[config.mk]
export PLATFORM = sky130hd
export DESIGN_NAME = asca16_ifetch_flat
export DESIGN_NICKNAME = d
export VERILOG_FILES = /design/src/rtl/asca16_pkg.sv /design/src/rtl/asca16_ifetch_if.sv /design/src/rtl/asca16_ifq.sv /design/src/rtl/asca16_ifetch.sv /design/src/flat_wrapper.sv
export SDC_FILE = /design/constraint.sdc
export NUM_CORES = 1
export LEC_CHECK = 0
export ABC_AREA = 1
export CAP_MARGIN = 20
export CORE_UTILIZATION = 50
export DETAILED_ROUTE_END_ITERATION = 10
export PLACE_DENSITY = 0.72
export SYNTH_ARGS = -nofsm -noshare
export SYNTH_HDL_FRONTEND = slang
export SYNTH_SLANG_ARGS = --single-unit
[constraint.sdc]
create_clock -name clk -period 1.95 [get_ports clk]
set_input_delay 0.2925 -clock clk [delete_from_list [all_inputs] [get_ports clk]]
set_output_delay 0.2925 -clock clk [all_outputs]
set_load 0.005 [all_outputs]
[src/rtl/asca16_pkg.sv]
// Shared ASCA16 definitions used by the fetch, decode and branch-control blocks.
//   WORD_W / ADDR_W : opcode and address widths
//   ifetch_state_t  : fetch FSM state
//   ifq_entry_t     : prefetch queue entry, opcode tagged with its fetch address
package asca16_pkg;

  localparam int unsigned WORD_W = 16;
  localparam int unsigned ADDR_W = 16;

  typedef enum logic [0:0] {
    IDLE,
    RUN
  } ifetch_state_t;

  typedef struct packed {
    logic [ADDR_W-1:0] pc;
    logic [WORD_W-1:0] op;
  } ifq_entry_t;

endpackage

[src/rtl/asca16_ifetch_if.sv]
// Fetch-stage bus bundle.
//   fetch_en                    : fetch enable from decode
//   pc_out/rom_rd/rom_data      : synchronous ROM port (data one cycle after rom_rd)
//   br_taken/br_addr            : redirect from branch control
//   op/op_pc/op_valid/op_ready  : opcode handshake to decode
// master = fetch stage, slave = its environment (ROM, decode, branch control).
interface asca16_ifetch_if;
  import asca16_pkg::*;

  logic              fetch_en;
  logic [ADDR_W-1:0] pc_out;
  logic              rom_rd;
  logic [WORD_W-1:0] rom_data;
  logic              br_taken;
  logic [ADDR_W-1:0] br_addr;
  logic [WORD_W-1:0] op;
  logic [ADDR_W-1:0] op_pc;
  logic              op_valid;
  logic              op_ready;

  modport master (
    input  fetch_en, rom_data, br_taken, br_addr, op_ready,
    output pc_out, rom_rd, op, op_pc, op_valid
  );

  modport slave (
    output fetch_en, rom_data, br_taken, br_addr, op_ready,
    input  pc_out, rom_rd, op, op_pc, op_valid
  );

endinterface

[src/rtl/asca16_ifq.sv]
// Prefetch queue: synchronous circular FIFO with flush.
//   clk, reset_n          : clock, async active-low reset
//   push, push_data       : write at tail
//   pop                   : drop head (caller guarantees non-empty)
//   flush                 : empty the queue; wins over push and pop
//   head_data             : head entry, straight from storage (registered state only)
//   count                 : number of stored entries
module asca16_ifq #(
  parameter int unsigned DEPTH = 4,
  parameter int unsigned WIDTH = 32,
  localparam int unsigned PW   = $clog2(DEPTH)
) (
  input  logic             clk,
  input  logic             reset_n,
  input  logic             push,
  input  logic [WIDTH-1:0] push_data,
  input  logic             pop,
  input  logic             flush,
  output logic [WIDTH-1:0] head_data,
  output logic [PW:0]      count
);

  logic [WIDTH-1:0] mem_q [DEPTH];
  logic [PW-1:0]    wptr_q, rptr_q;
  logic [PW:0]      count_q;

  // Storage is reset so the head reads as zero straight out of reset.
  always_ff @(posedge clk or negedge reset_n) begin
    if (!reset_n) begin
      for (int i = 0; i < int'(DEPTH); i++) mem_q[i] <= '0;
    end else if (push && !flush) begin
      mem_q[wptr_q] <= push_data;
    end
  end

  always_ff @(posedge clk or negedge reset_n) begin
    if (!reset_n) begin
      wptr_q  <= '0;
      rptr_q  <= '0;
      count_q <= '0;
    end else if (flush) begin
      wptr_q  <= '0;
      rptr_q  <= '0;
      count_q <= '0;
    end else begin
      if (push) wptr_q <= wptr_q + PW'(1);
      if (pop)  rptr_q <= rptr_q + PW'(1);
      case ({push, pop})
        2'b10:   count_q <= count_q + (PW+1)'(1);
        2'b01:   count_q <= count_q - (PW+1)'(1);
        default: count_q <= count_q;
      endcase
    end
  end

  assign head_data = mem_q[rptr_q];
  assign count     = count_q;

endmodule

[src/rtl/asca16_ifetch.sv]
// ASCA16 instruction fetch stage.
//   clk, reset_n : core clock, async active-low reset
//   bus          : asca16_ifetch_if.master (ROM port, redirect, opcode handshake)
// Issues one ROM read per cycle while the queue has credit (stored + in-flight < DEPTH),
// tags each returning word with its address and queues it for decode. A redirect flushes
// the queue, drops the word still in flight and reloads the fetch PC.
module asca16_ifetch
  import asca16_pkg::*;
#(
  parameter int unsigned       DEPTH    = 4,
  parameter logic [ADDR_W-1:0] RESET_PC = '0
) (
  input logic             clk,
  input logic             reset_n,
  asca16_ifetch_if.master bus
);

  localparam int unsigned CW = $clog2(DEPTH) + 1;

  ifetch_state_t     state_q, state_d;
  logic [ADDR_W-1:0] fpc_q, fpc_d;
  logic [ADDR_W-1:0] ipc_q;
  logic              inflight_q;
  logic              rom_rd;
  logic              credit_ok;
  logic [CW-1:0]     count;
  logic              push, pop;
  ifq_entry_t        head, tail;

  // One extra bit so count + inflight cannot wrap.
  assign credit_ok = ({1'b0, count} + (CW+1)'(inflight_q)) < (CW+1)'(DEPTH);

  always_comb begin
    state_d = bus.fetch_en ? RUN : IDLE;
    rom_rd  = (state_q == RUN) && !bus.br_taken && credit_ok;
    fpc_d   = fpc_q;
    if (bus.br_taken) begin
      fpc_d = bus.br_addr;
    end else if (rom_rd) begin
      fpc_d = fpc_q + ADDR_W'(1);
    end
  end

  always_ff @(posedge clk or negedge reset_n) begin
    if (!reset_n) begin
      state_q    <= IDLE;
      fpc_q      <= RESET_PC;
      ipc_q      <= '0;
      inflight_q <= 1'b0;
    end else begin
      state_q    <= state_d;
      fpc_q      <= fpc_d;
      // rom_rd is already low under br_taken, so a redirect also kills the in-flight tag.
      inflight_q <= rom_rd;
      if (rom_rd) ipc_q <= fpc_q;
    end
  end

  assign tail.pc = ipc_q;
  assign tail.op = bus.rom_data;
  assign push    = inflight_q;
  assign pop     = bus.op_valid && bus.op_ready;

  asca16_ifq #(
    .DEPTH (DEPTH),
    .WIDTH ($bits(ifq_entry_t))
  ) u_ifq (
    .clk       (clk),
    .reset_n   (reset_n),
    .push      (push),
    .push_data (tail),
    .pop       (pop),
    .flush     (bus.br_taken),
    .head_data (head),
    .count     (count)
  );

  assign bus.pc_out   = fpc_q;
  assign bus.rom_rd   = rom_rd;
  assign bus.op       = head.op;
  assign bus.op_pc    = head.pc;
  assign bus.op_valid = (count != '0);

endmodule

[src/flat_wrapper.sv]
// flat-port wrapper written by rule: the top's interface ports become plain ports
module asca16_ifetch_flat import asca16_pkg::*;
#(
  parameter int unsigned       DEPTH    = 4,
  parameter logic [ADDR_W-1:0] RESET_PC = '0
)
  (clk, reset_n, bus_fetch_en, bus_rom_data, bus_br_taken, bus_br_addr, bus_op_ready, bus_pc_out, bus_rom_rd, bus_op, bus_op_pc, bus_op_valid);
  asca16_ifetch_if bus_i ();
  input logic clk;
  input logic reset_n;
  input wire logic [$bits(bus_i.fetch_en)-1:0] bus_fetch_en;
  input wire logic [$bits(bus_i.rom_data)-1:0] bus_rom_data;
  input wire logic [$bits(bus_i.br_taken)-1:0] bus_br_taken;
  input wire logic [$bits(bus_i.br_addr)-1:0] bus_br_addr;
  input wire logic [$bits(bus_i.op_ready)-1:0] bus_op_ready;
  output wire logic [$bits(bus_i.pc_out)-1:0] bus_pc_out;
  output wire logic [$bits(bus_i.rom_rd)-1:0] bus_rom_rd;
  output wire logic [$bits(bus_i.op)-1:0] bus_op;
  output wire logic [$bits(bus_i.op_pc)-1:0] bus_op_pc;
  output wire logic [$bits(bus_i.op_valid)-1:0] bus_op_valid;
  assign bus_i.fetch_en = bus_fetch_en;
  assign bus_i.rom_data = bus_rom_data;
  assign bus_i.br_taken = bus_br_taken;
  assign bus_i.br_addr = bus_br_addr;
  assign bus_i.op_ready = bus_op_ready;
  assign bus_pc_out = bus_i.pc_out;
  assign bus_rom_rd = bus_i.rom_rd;
  assign bus_op = bus_i.op;
  assign bus_op_pc = bus_i.op_pc;
  assign bus_op_valid = bus_i.op_valid;
  asca16_ifetch #(.DEPTH(DEPTH), .RESET_PC(RESET_PC)) u_core (.clk(clk), .reset_n(reset_n), .bus(bus_i));
endmodule
==> summary.md <==
| Metric | Value |
|---|---|
| Status | finished with violations |
| Failing checks | setup timing |
| Initial Util | 0.5206 |
| Slew HR | 0.7665 |
| Period utilization | 1.041 |
| Slew Viols, Final | 0 |
| Async SR Flop Fraction | 1.000 |
| Row cnt | 45 |
| Antenna fix cells | 0 |
| Clock Tree Root | clkbuf_16 |
| Vias per cell | 5.436 |
| Min-Delay Path Class | input pin to register |
| Via Count | 6741 |
| Clock Sinks | 169 |
| GP Congestion | 0.8449 |
| Area growth syn-to-layout | 29.57% |
| DRC violations left | 0 |
| Antenna viol nets, final | 0 |
| Area contributors post-synth | dfrtp_1, nand2_1, o21ai_2 |
| Setup WS post-layout | -0.08025 ns |
| Drt initial violations | 615 |
| Die area | 16570 sq um |
| All-Layer GR Usage | 0.2545 |
| Sequential area share after synthesis | 0.5266 |
| Avg Cell Area, Syn | 8.816 sq um |
| Worst IR Drop VDD | 0.0007636 V |
| Setup TNS | -0.2385 ns |
| Crit. End Element | primary output |
| RSZ-0062 raised after global routing | yes |
| Total Routed Length | 20.59 mm |
| Clk slew on worst S/H paths | 0.06 ns |
| TritonCTS clock tree | yes |
| Post-synth top area share | 0.5266 |
| Netlist cell types | 29 |
| XOR/XNOR Fraction of Synth Area | 0.003272 |
| H-tree depth | 4 |
| Worst EP required | 1.66 ns |
| Post-Syn Nets | 954 |
| Inserted Clock Buffers | 17 |
| Ys Warns | 0 |
| Post-synth EDFFs | 0 |
| Overflow after GRT | 0 |
| Fin crit period | 2.030 ns |
| Final hold violations | 0 |
| Compound-Gate Fraction of Synth Area | 0.1910 |
| PortBufs | 86 |
| Setup Slack @ Placement | 0.05022 ns |
| Seq cells post-synth | 169 |
| IO Pins | 87 |
| Worst skew pair latency | 0.43 ns |
| Post-DP HPWL | 11.98 mm |
| Synthesized instance count | 911 |
| Critical Path Source Type | register |
| Die Wd | 128.7 um |
| Main synth FF type | dfrtp_1 |
| Routed len/inst | 16.61 um |
| Initial antenna violation count | 0 |
| Multiplexer share of the synthesized area | 0 |
| Clock skew | 0.006550 ns |
| Synth cell count leaders | nand2_1, dfrtp_1, o21ai_0 |
| Most frequent cell after synthesis | nand2_1 |
| Final Setup Violations | 7 |
| Vias in the first global route | 6501 |
| Largest net degree at the start of global routing | 56 |
| Max clock buf depth | 2 |
| First-pass DRT Iterations | 5 |
| Number of max-cap violations | 0 |
| Share of layout cells above drive strength 1 | 0.2264 |
| Pwr dens | 1314 nW/um^2 |
| Post-Synth Simple-Gate Area | 0.1868 |
| Netlist Area Pre-Place | 8031 sq um |
| Crit Path Class | register to primary output |
| Main combinational cell family by area after synthesis | compound AO/OA/AOI/OAI gates |
| CP Data Arrival Time | 1.74 ns |
| Critical Path Fanout Max | 18 |
| Core Region | 15430 sq um |
| Nets | 1061 |
| R2R setup slack | 0.18 ns |
| Area share of fa/ha/maj cells after synthesis | 0.01028 |
| Total power | 0.01367 W |
| Final hold slack | 0.2981 ns |
| Fillers | 1242 |
| Highest Clock Rate | 0.4925 GHz |
| Largest area contributor in the netlist | dfrtp_1 |
| First-pass GRT wire length | 32.47 mm |
| Leakage | 4.967 nW |
| Die height | 128.7 um |
| Slew @ Worst Pin | 0.3503 ns |
[power by group]
part,switching [W],internal (W)
logic,0.00271,0.00249
clock network,0.00128,0.00194
registers,0.000771,0.00448
[through the flow]
| stage | cell area, sq um | util | instances |
|---|---|---|---|
| 3_5_place_dp | 9181 | 0.5951 | 1189 |
| 3_3_place_gp | 9181 | 0.5951 | 1189 |
| 2_1_floorplan | 8031 | - | 911 |
| 5_1_grt | 10410 | 0.6745 | 1240 |
| 4_1_cts | 9968 | 0.6461 | 1230 |
| 6_report | 10410 | 0.6745 | 1240 |
[area by class of cell]
cell class / instances / area [sq um] / share of cell area
Multi-Input combinational cell: 622 / 3488 / 0.3352
Inverter: 67 / 254.0 / 0.02441
Clock inverter: 3 / 65.06 / 0.006252
Timing Repair Buffer: 141 / 1622 / 0.1558
Sequential cell: 169 / 4230 / 0.4065
Clock buffer: 27 / 483.0 / 0.04641
Tap cell: 211 / 264.0 / 0.02537
[flip-flops by register name, indices dropped and copies added (netlist names)]
| signal | count |
|---|---|
| u_core.state_q | 1 |
| u_core.inflight_q | 1 |
| u_core.u_ifq.wptr_q | 2 |
| u_core.u_ifq.mem_q | 128 |
| u_core.ipc_q | 16 |
| u_core.bus.pc_out | 16 |
| u_core.u_ifq.count | 3 |
| u_core.u_ifq.rptr_q | 2 |
[what timing repair did]
item	in CTS	in global routing
gates resized for setup	140	110
cloned	4	8
endpoints found under the hold margin	30	0
pin swaps	13	23
buffers inserted	6	4
endpoints found under the setup margin	33	32
hold buffers	1	0
[critical path, cell delays in order (launching register included)]
cell and delay [ns]:
dfrtp_2 0.46, buf_4 0.16, buf_8 0.14, o21ai_1 0.16
o22ai_2 0.11, dlygate4sd2_1 0.27
[final timing paths]
path	start	to	depth (start not counted)
setup / recovery	u_core.u_ifq.rptr_q[0]	bus_op_pc[5]	5
hold reg to reg	u_core.u_ifq.mem_q[72]	u_core.u_ifq.mem_q[72]	2
setup reg to reg	u_core.u_ifq.count[2]	u_core.u_ifq.count[2]	11
hold / removal	bus_fetch_en	u_core.state_q	1
max in group asynchronous	reset_n	u_core.u_ifq.mem_q[118]	3
min in group asynchronous	reset_n	u_core.u_ifq.mem_q[8]	2
[cells by family after synthesis]
family	after synthesis
compound gates	254
simple gates	359
flops	169
buf+inv	120
xor+xnor	3
fa+ha+maj	6
[layer usage]
| metal | vias up | share of wire | global-route usage |
|---|---|---|---|
| met5 | - | 0 | 0 |
| met4 | 0 | 0.029 | 0.1080 |
| met3 | 45 | 0.051 | 0.04283 |
| met2 | 219 | 0.48 | 0.4178 |
| met1 | 3226 | 0.44 | 0.3356 |
| li1 | 3251 | - | - |
[cell usage in the layout (no fill, tap or decap), drive strengths merged, types with 2 or more instances in the layout]
cell type,netlist,layout
bufinv,0,2
dlygate4sd2,0,5
clkdlybuf4s50,0,51
nand2,217,217
nand4,8,8
o22ai,32,32
nand3,47,47
clkbuf,17,37
o211ai,4,4
xor2,2,2
clkinv,1,2
a21oi,4,4
dlymetal6s2s,0,4
nor2,86,86
inv,66,66
o21ai,213,213
ha,5,5
dfrtp,169,169
buf,36,70
(Power assumes the default switching activity.)
